===== src/rtl/mux4_rr_arbiter_if.sv =====
// Bus between the requesters and the round-robin arbiter that drives the
// 4:1 mux select lines.
interface mux4_rr_arbiter_if;
    logic [3:0] REQ;
    logic [3:0] GNT;
    logic       S0;
    logic       S1;
    logic       VALID;

    modport master (output REQ, input GNT, input S0, input S1, input VALID);
    modport slave  (input REQ, output GNT, output S0, output S1, output VALID);
endinterface


===== src/rtl/mux4_rr_arbiter.sv =====
// Round-robin arbiter sharing a 4:1 single-bit mux between channels A..D.
// Registers a one-hot grant plus the matching S0/S1 select lines, and
// limits how long one owner may keep the mux while others are waiting.
module mux4_rr_arbiter #(
    parameter int HOLD_MAX = 4,
    parameter int CNT_W    = 8
) (
    input logic              CLK,
    input logic              RST_N,
    mux4_rr_arbiter_if.slave bus
);

    localparam logic [CNT_W-1:0] HOLD_LIM = CNT_W'(HOLD_MAX);

    typedef enum logic {IDLE, BUSY} state_t;

    state_t           state;
    logic [1:0]       owner;
    logic [1:0]       ptr;
    logic [CNT_W-1:0] hold_cnt;
    logic [3:0]       gnt_q;
    logic             s0_q;
    logic             s1_q;
    logic             valid_q;

    logic [3:0]       req;
    logic [2:0]       idle_pick;
    logic [2:0]       hand_pick;
    logic             owner_req;
    logic             others_req;
    logic             take;
    logic [1:0]       take_idx;
    logic             end_grant;
    logic             go_idle;
    logic             bump;

    // First requester in rotation order starting at 'start': {found, index}.
    function automatic logic [2:0] pick(input logic [3:0] r, input logic [1:0] start);
        logic [2:0] res;
        logic [1:0] idx;
        res = 3'b000;
        // Scan from the farthest offset down so the nearest requester wins.
        for (int k = 3; k >= 0; k--) begin
            idx = start + 2'(k);
            if (r[idx]) res = {1'b1, idx};
        end
        return res;
    endfunction

    // Clean the request lines so an unknown bit reads as "not requesting".
    always_comb begin
        for (int i = 0; i < 4; i++) begin
            if (bus.REQ[i]) req[i] = 1'b1;
            else            req[i] = 1'b0;
        end
    end

    assign idle_pick  = pick(req, ptr);
    assign hand_pick  = pick(req, owner + 2'd1);
    assign owner_req  = req[owner];
    assign others_req = |(req & ~(4'b0001 << owner));

    // Arbitration decision for the coming edge.
    always_comb begin
        take      = 1'b0;
        take_idx  = 2'd0;
        end_grant = 1'b0;
        go_idle   = 1'b0;
        bump      = 1'b0;
        case (state)
            IDLE: begin
                if (idle_pick[2]) begin
                    take     = 1'b1;
                    take_idx = idle_pick[1:0];
                end
            end
            BUSY: begin
                if (!owner_req || (others_req && hold_cnt == HOLD_LIM)) begin
                    end_grant = 1'b1;
                    if (others_req) begin
                        take     = 1'b1;
                        take_idx = hand_pick[1:0];
                    end else begin
                        go_idle = 1'b1;
                    end
                end else if (hold_cnt != HOLD_LIM) begin
                    bump = 1'b1;
                end
            end
            default: ;
        endcase
    end

    // FSM with registered grant, selects and valid; all update on one edge.
    always_ff @(posedge CLK or negedge RST_N) begin
        if (!RST_N) begin
            state    <= IDLE;
            owner    <= 2'd0;
            ptr      <= 2'd0;
            hold_cnt <= '0;
            gnt_q    <= 4'b0000;
            s0_q     <= 1'b0;
            s1_q     <= 1'b0;
            valid_q  <= 1'b0;
        end else begin
            if (end_grant) ptr <= owner + 2'd1;
            if (take) begin
                state    <= BUSY;
                owner    <= take_idx;
                hold_cnt <= CNT_W'(1);
                gnt_q    <= 4'b0001 << take_idx;
                s0_q     <= take_idx[1];
                s1_q     <= take_idx[0];
                valid_q  <= 1'b1;
            end else if (go_idle) begin
                state   <= IDLE;
                gnt_q   <= 4'b0000;
                valid_q <= 1'b0;
            end else if (bump) begin
                hold_cnt <= hold_cnt + CNT_W'(1);
            end
        end
    end

    assign bus.GNT   = gnt_q;
    assign bus.S0    = s0_q;
    assign bus.S1    = s1_q;
    assign bus.VALID = valid_q;

endmodule


===== src/flat_wrapper.sv =====
// flat-port wrapper written by rule: the top's interface ports become plain ports
module mux4_rr_arbiter_flat 
#(
    parameter int HOLD_MAX = 4,
    parameter int CNT_W    = 8
)
  (CLK, RST_N, bus_REQ, bus_GNT, bus_S0, bus_S1, bus_VALID);
  mux4_rr_arbiter_if bus_i ();
  input logic CLK;
  input logic RST_N;
  input wire logic [$bits(bus_i.REQ)-1:0] bus_REQ;
  output wire logic [$bits(bus_i.GNT)-1:0] bus_GNT;
  output wire logic [$bits(bus_i.S0)-1:0] bus_S0;
  output wire logic [$bits(bus_i.S1)-1:0] bus_S1;
  output wire logic [$bits(bus_i.VALID)-1:0] bus_VALID;
  assign bus_i.REQ = bus_REQ;
  assign bus_GNT = bus_i.GNT;
  assign bus_S0 = bus_i.S0;
  assign bus_S1 = bus_i.S1;
  assign bus_VALID = bus_i.VALID;
  mux4_rr_arbiter #(.HOLD_MAX(HOLD_MAX), .CNT_W(CNT_W)) u_core (.CLK(CLK), .RST_N(RST_N), .bus(bus_i));
endmodule

===== config.mk =====
export PLATFORM = sky130hd
export DESIGN_NAME = mux4_rr_arbiter_flat
export DESIGN_NICKNAME = d
export VERILOG_FILES = /design/src/rtl/mux4_rr_arbiter_if.sv /design/src/rtl/mux4_rr_arbiter.sv /design/src/flat_wrapper.sv
export SDC_FILE = /design/constraint.sdc
export NUM_CORES = 1
export LEC_CHECK = 0
export CORE_MARGIN = 5
export CORE_UTILIZATION = 58
export CTS_BUF_LIST = sky130_fd_sc_hd__clkbuf_16
export CTS_CLUSTER_DIAMETER = 50
export CTS_CLUSTER_SIZE = 40
export DETAILED_ROUTE_END_ITERATION = 10
export HOLD_SLACK_MARGIN = 0.1
export PLACE_DENSITY_LB_ADDON = 0.08
export SETUP_SLACK_MARGIN = 0.3
export SYNTH_ARGS = -nofsm -noshare
export SYNTH_HDL_FRONTEND = slang
export SYNTH_SLANG_ARGS = --single-unit
export TNS_END_PERCENT = 10

===== constraint.sdc =====
create_clock -name CLK -period 4.9 [get_ports CLK]
set_input_delay 0.98 -clock CLK [delete_from_list [all_inputs] [get_ports CLK]]
set_output_delay 0.98 -clock CLK [all_outputs]
set_load 0.01 [all_outputs]

==> impl_metrics.tcl <==
set metrics [dict create \
    status "completed" \
    synth_edf_count 0 \
    die_x_um 53.12 \
    power.leakage_nw 0.5617 \
    routed-via-count 907 \
    postSynthAreaPerCell_um2 9.379 \
    firstDrtPassIters 4 \
    syn_area_mm2 0.001079 \
    synthTopCellsByArea "dfrtp_1 39%, ha_1 7.0%, o21ai_0 4.6%" \
    netlist_instances 115 \
    layout-drive-gt1-share_pct 7.813 \
    period_share_pct 59.46 \
    grt_first_pass_wirelength_um 4064 \
    fin_util_pct 74.12 \
    synth_seq_cells 17 \
    cts_tree "yes" \
    critical_path_class "in2reg" \
    ctsRootBufferMaster "clkbuf_16" \
    grt_antenna_before_repair 0 \
    io_buffers 12 \
    place_congestion 0.8419 \
    cp_data_arrival_time_ns 3.06 \
    ant_nets 0 \
    tightest_slew_ns 0.7297 \
    crit_required_ns 5.04 \
    via_per_inst 5.928 \
    finalPower_uw 832.8 \
    rr_worst_depth 7 \
    die-area_mm2 0.002822 \
    synthTopCellsByCount "17 x dfrtp_1, 10 x nand2_1, 10 x nor2_1, 10 x o21ai_0, 9 x inv_1" \
    rows 15 \
    cts_buffers 3 \
    core_area_mm2 0.001745 \
    period_minus_slack_ns 2.913 \
    ys_warn_count 0 \
    drc_errors 0 \
    yosys.cell_types.count 38 \
    ir_drop_mv 0.4389 \
    final_area_mm2 0.001294 \
    setup_tns_ns 0 \
    htreeDepth 1 \
    synth-seq-area-share_pct 39.44 \
    p_per_area_mw_per_mm2 643.7 \
    timing.final.ws_setup_ns 1.987 \
    yosysTopAreaCell "dfrtp_1" \
    clockBufferDepth 2 \
    skew_ns 0.003066 \
    slew_headroom_pct 51.20 \
    r2r-start "u_core.owner[0]" \
    reg2reg_slack_ns 2.72 \
    grt_pass1_vias 875 \
    crit_fanout 11 \
    grt_max_degree 18 \
    clock.fmax_mhz 343.2 \
    hold_viol_final 0 \
    dp_worst_setup_slack_ns 1.762 \
    report.final.slew_viol_count 0 \
    cp-start-kind "input port" \
    min_path_type "reg2reg" \
    diodes 0 \
    area_growth_pct 19.95 \
    postCtsHoldBufs 0 \
    start_util_pct 61.79 \
    grt_overflow_total 0 \
    numClockSinks 17 \
    hpwl_um 1590 \
    setup_viol_count_final 0 \
    die_h_um 53.12 \
    drv_cap 0 \
    synth_ff_type "dfrtp_1" \
    clk-insertion-delay-late_ns 0.25 \
    cts_setup_buffers 0 \
    async_reset_ff_share_pct 100.0 \
    r2r_end "u_core.ptr[1]" \
    clkTransAtPathRegs_ns 0.05 \
    drt_iter0_drc 35 \
    cts_resized 0 \
    grt_use_total_pct 19.96 \
    whs_path_depth 1 \
    hp-start "u_core.bus.GNT[3]" \
    layout.nets 141 \
    io_pins 13 \
    cp-end-kind "flip-flop" \
    wire_per_inst_um 14.90 \
    synth_fp_nets 127 \
    dpl_cell_area_mm2 0.001211 \
    rsz0062_at_grt "false" \
    yosysMostFrequentCell "dfrtp_1" \
    hold_end "u_core.bus.GNT[3]" \
    synth_top_cell_area_share_pct 39.44 \
    routed_wl_um 2280 \
]
critical path: stages:
cell             delay (ns)
clkdlybuf4s50_1        0.58
mux4_2                 0.60
o21ai_2                0.14
a31o_1                 0.42
a21oi_1                0.13
a22o_1                 0.21
cells by family (layout without fill, tap and decap cells):
| group | after synthesis | count (layout) | share of synthesized area, % |
|---|---|---|---|
| DFF | 17 | 17 | 39.44 |
| adders and majority gates | 6 | 6 | 6.960 |
| buffers and inverters | 12 | 25 | 4.872 |
| muxes | 4 | 4 | 4.988 |
| xor gates and xnor gates | 6 | 6 | 4.872 |
| AOI/OAI and AO/OA | 34 | 34 | 22.16 |
| and+or+nand+nor | 36 | 36 | 16.71 |
layout by cell type (no fill, tap or decap), types with 3 or more instances in the layout:
| cell type | Yosys | layout |
|---|---|---|
| inv_1 | 9 | 9 |
| nand2_1 | 10 | 10 |
| a31oi_1 | 3 | 3 |
| xor2_1 | 4 | 4 |
| a21oi_1 | 5 | 5 |
| ha_1 | 6 | 6 |
| o21ai_0 | 10 | 10 |
| nand4_1 | 3 | 3 |
| dfrtp_1 | 17 | 17 |
| clkbuf_16 | 0 | 3 |
| clkdlybuf4s50_1 | 0 | 12 |
| nor2_1 | 10 | 10 |
| nand2b_1 | 3 | 3 |
stage by stage:
| step | hold WS (ns) | std cells |
|---|---|---|
| finish | 0.4888 | 153 |
| floorplan | 0.4736 | 115 |
| global route | 0.5276 | 153 |
| global placement | 0.4819 | 149 |
| CTS | 0.5019 | 153 |
| detailed placement | 0.4781 | 149 |
where the power goes:
part	internal, mW	leakage (nW)	total (mW)	switching, mW
registers	0.188	0.215	0.251	0.0623
logic	0.192	0.310	0.414	0.222
clock network	0.110	0.0371	0.168	0.0578
worst max-delay path by stage:
stage	from	end	slack, ns	cells after the start
global placement	bus_REQ[1]	u_core.bus.GNT[1]	1.85	6
global route	bus_REQ[1]	u_core.bus.GNT[1]	1.86	6
CTS	bus_REQ[1]	u_core.bus.GNT[1]	2.01	6
floorplan	bus_REQ[1]	u_core.ptr[1]	2.56	6
detailed placement	bus_REQ[1]	u_core.bus.GNT[1]	1.76	6
finish	bus_REQ[1]	u_core.bus.GNT[1]	1.99	6
routing by layer:
metal,wire (um),vias to the layer above,part of all wire (%),global-route usage (%)
met5,0,-,0,0
met4,31,0,1.4,6.383
met3,107,5,4.7,4.507
met2,1020,28,45,29.13
met1,1120,430,49,28.92
li1,-,444,-,-
layout make-up:
cell class | instances | area, um^2
Inverter | 9 | 33.78
Fill cell | 129 | 451.7
Tap cell | 25 | 31.28
Clock buffer | 3 | 75.07
Clock inverter | 1 | 7.507
Sequential cell | 17 | 425.4
Multi-Input combinational cell | 86 | 600.6
Timing Repair Buffer | 12 | 120.1
registers in the layout, summed over array words and instances, names as in the netlist:
register	count
u_core.ptr	2
u_core.owner	1
u_core.bus.GNT	4
u_core.bus.VALID	1
u_core.bus.S0	1
u_core.hold_cnt	8
Note: power is estimated with default switching activity, not from simulation.
